## src/rtl/sshooter_ssg_hpf.sv

```systemverilog
// SSG output high-pass: a one-pole/one-zero IIR, evaluated once per DIV clocks
// with a single shared 18x18 multiplier. Register loads are sequenced by a small FSM.
module sshooter_ssg_hpf #(
  parameter int DIV = 256
) (
  input  logic               clk,
  input  logic               reset,
  input  logic [1:0]         sel,
  input  logic signed [15:0] in,
  output logic signed [15:0] out,
  output logic               sample_stb
);

  typedef enum logic [2:0] {IDLE, MAC0, MAC1, MAC2, DONE} state_t;

  state_t state, state_nx;

  logic [9:0]         cnt;
  logic               tick;
  logic [1:0]         sel_q;
  logic signed [15:0] x0, x1, y1;
  logic signed [39:0] acc;
  logic signed [17:0] b1, b2, a2;
  logic signed [17:0] mul_a, mul_b;
  logic signed [35:0] prod;
  logic signed [39:0] prod_ext;
  logic signed [39:0] r;
  logic signed [15:0] sat;

  assign tick = (cnt == 10'(DIV - 1));

  always_ff @(posedge clk or posedge reset) begin
    if (reset) cnt <= '0;
    else if (tick) cnt <= '0;
    else cnt <= cnt + 10'd1;
  end

  always_comb begin
    b1 = '0;
    b2 = '0;
    a2 = '0;
    case (sel_q)
      2'd1: begin b1 = 18'sd32748; b2 = -18'sd32748; a2 = -18'sd32728; end
      2'd2: begin b1 = 18'sd32632; b2 = -18'sd32632; a2 = -18'sd32497; end
      2'd3: begin b1 = 18'sd32180; b2 = -18'sd32180; a2 = -18'sd31592; end
      default: ;
    endcase
  end

  // One multiplier, operands chosen by the MAC step.
  always_comb begin
    mul_a = '0;
    mul_b = '0;
    case (state)
      MAC0: begin mul_a = b1; mul_b = {{2{x0[15]}}, x0}; end
      MAC1: begin mul_a = b2; mul_b = {{2{x1[15]}}, x1}; end
      MAC2: begin mul_a = a2; mul_b = {{2{y1[15]}}, y1}; end
      default: ;
    endcase
  end

  assign prod     = mul_a * mul_b;
  assign prod_ext = {{4{prod[35]}}, prod};
  assign r        = acc >>> 15;

  always_comb begin
    if (r > 40'sd32767) sat = 16'sh7fff;
    else if (r < -40'sd32768) sat = 16'sh8000;
    else sat = r[15:0];
  end

  always_comb begin
    state_nx = state;
    case (state)
      IDLE:    if (tick) state_nx = MAC0;
      MAC0:    state_nx = MAC1;
      MAC1:    state_nx = MAC2;
      MAC2:    state_nx = DONE;
      DONE:    state_nx = IDLE;
      default: state_nx = IDLE;
    endcase
  end

  always_ff @(posedge clk or posedge reset) begin
    if (reset) state <= IDLE;
    else state <= state_nx;
  end

  always_ff @(posedge clk or posedge reset) begin
    if (reset) begin
      x0         <= '0;
      x1         <= '0;
      y1         <= '0;
      acc        <= '0;
      sel_q      <= '0;
      out        <= '0;
      sample_stb <= 1'b0;
    end else begin
      sample_stb <= 1'b0;
      case (state)
        IDLE: if (tick) begin
          x0    <= in;
          sel_q <= sel;
        end
        MAC0: acc <= prod_ext;
        MAC1: acc <= acc + prod_ext;
        MAC2: acc <= acc - prod_ext;
        DONE: begin
          // Bypass still walks the full MAC sequence so latency is select-independent.
          if (sel_q == 2'd0) begin
            out <= x0;
            y1  <= '0;
          end else begin
            out <= sat;
            y1  <= sat;
          end
          x1         <= x0;
          sample_stb <= 1'b1;
        end
        default: ;
      endcase
    end
  end

endmodule

```

## config.mk

```make
export PLATFORM = sky130hd
export DESIGN_NAME = sshooter_ssg_hpf
export DESIGN_NICKNAME = d
export VERILOG_FILES = /design/src/rtl/sshooter_ssg_hpf.sv
export SDC_FILE = /design/constraint.sdc
export NUM_CORES = 1
export LEC_CHECK = 0
export BUFFER_PORTS_ARGS = -buffer_cell sky130_fd_sc_hd__buf_2
export CAP_MARGIN = 20
export CORE_AREA = 10 10 183 185
export DETAILED_ROUTE_END_ITERATION = 10
export DIE_AREA = 0 0 193 195
export GPL_TIMING_DRIVEN = 0
export PLACE_DENSITY = 0.85
export SETUP_SLACK_MARGIN = 0.5
export SYNTH_ARGS = -nofsm -noshare
export SYNTH_HDL_FRONTEND = slang
export SYNTH_SLANG_ARGS = --single-unit
```

## constraint.sdc

```tcl
create_clock -name clk -period 16.4 [get_ports clk]
set_input_delay 0 -clock clk [delete_from_list [all_inputs] [get_ports clk]]
set_output_delay 0 -clock clk [all_outputs]
set_load 0.05 [all_outputs]
```

# Word-level counts from Yosys, hierarchy flattened
# Cells that the tools add are included.
# Widths: inputs -> output; s select.
word_totals:
  regBits: 120
  input_bits: 20
  output_inout_bits: 17
  word_cells: 42
classes:
  n_addsub: 3
  magnitude_cmp: 2
  n_mul: 1
  n_eq_ne: 9
  n_reduce_logical: 4
  n_mux: 14
ops:
  columns: ["op", "count"]
  rows:
  - ["$pmux 18 s3", 4]
  - ["$pmux 40 s3", 1]
  - ["$mux 16", 4]
  - ["$pmux 15 s3", 1]
  - ["$add 40x36->40", 1]
  - ["$sub 40x36->40", 1]
  - ["$mul 18x18->36", 1]
  - ["$gt 25x16->1 const B", 1]
  - ["$lt 25x16->1 const B", 1]
  - ["$pmux 3 s4", 1]
  - ["$add 10x1->10 const B", 1]
  - ["$eq 10x8->1 const B", 1]
  - ["$mux 10", 1]
  - ["$eq 3x2->1 const B", 2]
  - ["$eq 2x2->1 const B", 2]
  - ["$eq 3x1->1 const B", 1]
  - ["$eq 3x3->1 const B", 1]
  - ["$logic_not 3->1", 1]
  - ["$mux 3", 1]
  - ["$reduce_bool 3->1", 1]
  - ["$eq 2x1->1 const B", 1]
  - ["$logic_not 2->1", 1]
  - ["$ne 2x2->1 const B", 1]
  - ["$reduce_and 2->1", 1]
  - ["$mux 1", 1]

# Depth between registers and ports, before layout
depth:
  depth_word: 6
  ltp_mapped: 46
  mapped_depth_nobuf: 44

# Worst setup path after synthesis
# No wires, ideal clock.
synth_timing:
  path_type: "reg2reg"
  start: "reg state[0]"
  end: "reg acc[39]"
  setup_time_ns: 0.126
  synth_period_minus_slack_ns: 10.567
  t_arrival_ns: 10.441
  path_buffers: 4
  path_slack_ns: 5.833
  t_required_ns: 16.274
  path_stages_with_launch: 44
  cell_sequence: "dfrtp_1 > clkbuf_1 > inv_1 > nor2_1 > clkbuf_1 > buf_1 > a22oi_1 > nor2_1 > nand2_1 > fa_1 > inv_1 > fa_1 > ha_1 > inv_1 > fa_1 > inv_1 > fa_1 > inv_1 > (+8 left out) > o21ai_0 > nor4_1 > nand3_1 > o21ai_0 > xor2_1 > ha_1 > clkbuf_1 > a211oi_1 > o21bai_1 > o211ai_1 > a21oi_1 > o221ai_1 > o22ai_1 > o41ai_1 > o21bai_1 > a21oi_1 > xnor3_1 > a221o_1"
synth_via:
  elab_chain_len: 5
  word_cells_on_any_way: 10
  cone_classes: "add/sub: 2; mul: 1; eq/ne: 3; mux: 3; reduce/logical: 1"
synth_lines:
  columns: ["element", "line", "rtl"]
  rows:
  - ["start, declared", "16", "state_t state, state_nx;"]
  - ["start signal, assigned", "86", "else state <= state_nx;"]
  - ["$eq 3x2->1 / $eq 3x1->1 (equally long branches)", "54, 100", null]
  - ["$pmux 18 s3", "54", "case (state)"]
  - ["$mul 18x18->36", "62", "assign prod = mul_a * mul_b;"]
  - ["$sub 40x36->40 / $add 40x36->40 (equally long branches)", "107, 106", null]
  - ["$pmux 40 s3", "100", "case (state)"]
  - ["end signal, assigned", "105", "MAC0: acc <= prod_ext;"]
  - ["end signal, assigned", "106", "MAC1: acc <= acc + prod_ext;"]
  - ["end signal, assigned", "107", "MAC2: acc <= acc - prod_ext;"]
  - ["end, declared", "22", "logic signed [39:0] acc;"]
# Parallel ways exist; a longest one is shown, timed or not.
# A chain may end at the register's enable or synchronous reset.

# Worst setup path in the final report
# Same ends and word-level chain as after synthesis.

==> impl_metrics.ini <==
[synthesis]
synth_nets = 2650
avgSynthCellArea_um2 = 8.66
seq_area_frac_synth = 0.158
yosys.area.top_type = fa_1
synth.distinct_cells = 75
yosys-top-cells-area = fa_1, dfrtp_1, ha_1
synthArstFlopShare = 1.00
synthesis.area_um2 = 19000
yosys_most_used_dff = dfrtp_1
synth_cells = 2198
synth_seq_cells = 120
synth_edf_count = 0
ys_warn_count = 0
synth_top_area_frac = 0.306

[global_route]
grt_util_met1 = 0.391
grt_max_degree = 67
grtUsageMet3 = 0.0675
grt-ovfl-total = 0
gr-usage-met2 = 0.491
gr-usage-all-layers = 0.308
grt.busiest_layer = met2
grt_pass1_vias = 17263
antenna_found_initial = 1
grt_pass1_wl_mm = 91.6

[hold_path]
hold_path_class = in2async

[timing]
fin_crit_ns = 14.01
tightest_slew_ns = 1.19
slew_violations = 0
rsz0062_at_grt = false
timing.final.hold_violations = 0
skew_ns = 0.00684
relSlewSlack = 0.206
tns_ns = 0
fmax_mhz = 71.4
fin_crit_sh = 0.855
setup_viol = 0

[die]
core-area_um2 = 30000
pin_count = 37
rows = 64
dieWidth_um = 193
die_area_um2 = 37600
die_y_um = 195
start_util = 0.634

[drt]
routed_wl_mm = 56.5
drt-pass1-iter-count = 6
drc = 0
drtIter0Drc = 1903
antenna_left = 0
via_per_inst = 6.23
wl_per_cell_um = 21.1
vias = 16701

[cts]
htree_levels = 4
cts_buffers = 17
cts_max_path_buffers = 2
clk_pin_slew_ns = 0.06
ctsRootBufferMaster = clkbuf_16
clock-sinks = 120
insertion_delay_ns = 0.42
cts_tree = built
postCtsSetupBuffers = 0

[finish]
final_util = 0.683
nFillCells = 2343
drive_gt1_frac = 0.0551
diodes = 0
final_common_cell = inv_1
areaGrowthSynthToFinish_pct = 7.84
final_cell_mix = inv_1, fa_1, nand2_1
final_cells = 2682
layout.nets = 2725

[worst_setup_path]
start_kind = flop
max_stage_delay_ns = 0.71
cpMostUsedCell = inv_1
reg2reg_setup_slack_ns = 2.39
cp_slowest_cell = nor2_1
end_kind = flop
worst-setup-path-type = reg2reg
cp.arrival_ns = 14.32
critical_path.max_fanout = 10
required_ns = 16.70

[job]
max_cap_violations = 0

[pwr]
p_leak_nw = 10.2
internal_power_mw = 0.535
switchingPower_mw = 0.171
power-per-cell-area_nw_per_um2 = 34.4
combPwrFrac = 0.027
seqPwrFrac = 0.428
ir_drop_v = 0.0000699
clkPwrFrac = 0.545
switching_share = 0.242

[place]
hpwl_mm = 45.4
gp_congestion = 1.04
port_buffers = 36
place_inst = 2631

[status]
status = finished clean
[final cells by class]
cell class	instances	area [um2]	share of cell area
Buffer	76	292	0.0142
Clock buffer	18	429	0.0209
Clock inverter	14	165	0.00805
Inverter	399	1500	0.0732
Multi-Input combinational cell	1603	14200	0.694
Sequential cell	120	3000	0.146
Tap cell	396	495	0.0241
Timing Repair Buffer	56	398	0.0194
[flip-flops by register name (all words and copies together), names as in the netlist]
register and cells:
x0 16, x1 16, state 3, sample_stb 1, cnt 10, acc 40, sel_q 2, out 16
y1 16
[path summary, 6_finish.rpt]
| path | startpoint | endpoint | cells past startpoint |
|---|---|---|---|
| worst max-delay path | state[0] | acc[39] | 43 |
| max in group asynchronous | reset | x0[0] | 4 |
| worst min register to register | y1[9] | y1[9] | 2 |
| min in group clk | in[1] | x0[1] | 3 |
| worst max register to register | state[0] | acc[39] | 43 |
| worst min-delay path | reset | out[8] | 3 |
[cell families (layout without fill, tap and decap cells)]
logic type	after synthesis	after routing	synth area share
flip-flops	120	120	0.158
adder cells (fa/ha/maj)	432	432	0.399
buffers and inverters	475	563	0.0940
AO/OA/AOI/OAI	412	412	0.138
multiplexers	38	38	0.0218
XOR/XNOR	104	104	0.0486
AND/OR/NAND/NOR	617	617	0.141
[critical path: cells and delay by family (launching register included)]
kind	cells	cell delay, ns
AOI/OAI and AO/OA	16	4.52
adders and majority gates	8	3.60
and+or+nand+nor	7	2.74
buffers and inverters	10	2.23
xor gates and xnor gates	2	0.46
DFF	1	0.33
[synth_stat cells, types with 3 or more instances]
library cell	count
o21bai_1	12
a211o_1	4
nand2b_1	21
nor3_1	31
a211oi_1	19
dfrtp_1	120
a21boi_0	3
a21o_1	35
nand4_1	13
fa_1	291
and3_1	7
o21ai_1	8
o211ai_1	11
mux2_2	28
and4_1	4
nand2_1	273
o21a_1	6
ha_1	141
buf_1	8
a31oi_1	15
xor2_1	42
clkbuf_1	63
nor4_1	3
o21ai_0	71
a22oi_1	7
o41ai_1	5
mux2i_1	10
xnor2_1	61
a21oi_1	141
inv_1	398
o2111ai_1	3
nand3_1	26
buf_2	5
or3_1	10
o31ai_1	8
a221oi_1	6
nor2b_1	11
o22a_1	4
a41oi_1	4
or2_2	8
o22ai_1	26
nor2_1	197
[per-layer routing]
metal	vias to the layer above	wire length, um
li1	7222	-
met1	8225	21300
met2	1014	26500
met3	240	5620
met4	0	3150
met5	-	0
[power groups by stage]
stage          sequential, mW  clock (mW)  combinational [mW]
3_5_place_dp            0.307           0              0.0151
2_1_floorplan           0.306           0             0.00882
6_report                0.302       0.384              0.0188
4_1_cts                 0.302       0.382              0.0188
5_1_grt                 0.302       0.400              0.0207
3_3_place_gp            0.307           0              0.0136
[timing repair]
action	CTS	global route
hold buffers	19	0
resized for setup	0	0
hold endpoints to repair	72	0
[metrics by stage]
stage,power (mW),setup slack [ns],hold slack (ns),cell area (um2)
finish,0.705,2.39,0.225,20500
CTS,0.703,3.01,0.242,20500
global placement,0.321,3.45,0.233,19700
global route,0.723,1.97,0.255,20500
floorplan,0.314,5.83,0.151,19000
detailed placement,0.322,3.13,0.109,19700
(Power assumes the default switching activity.)
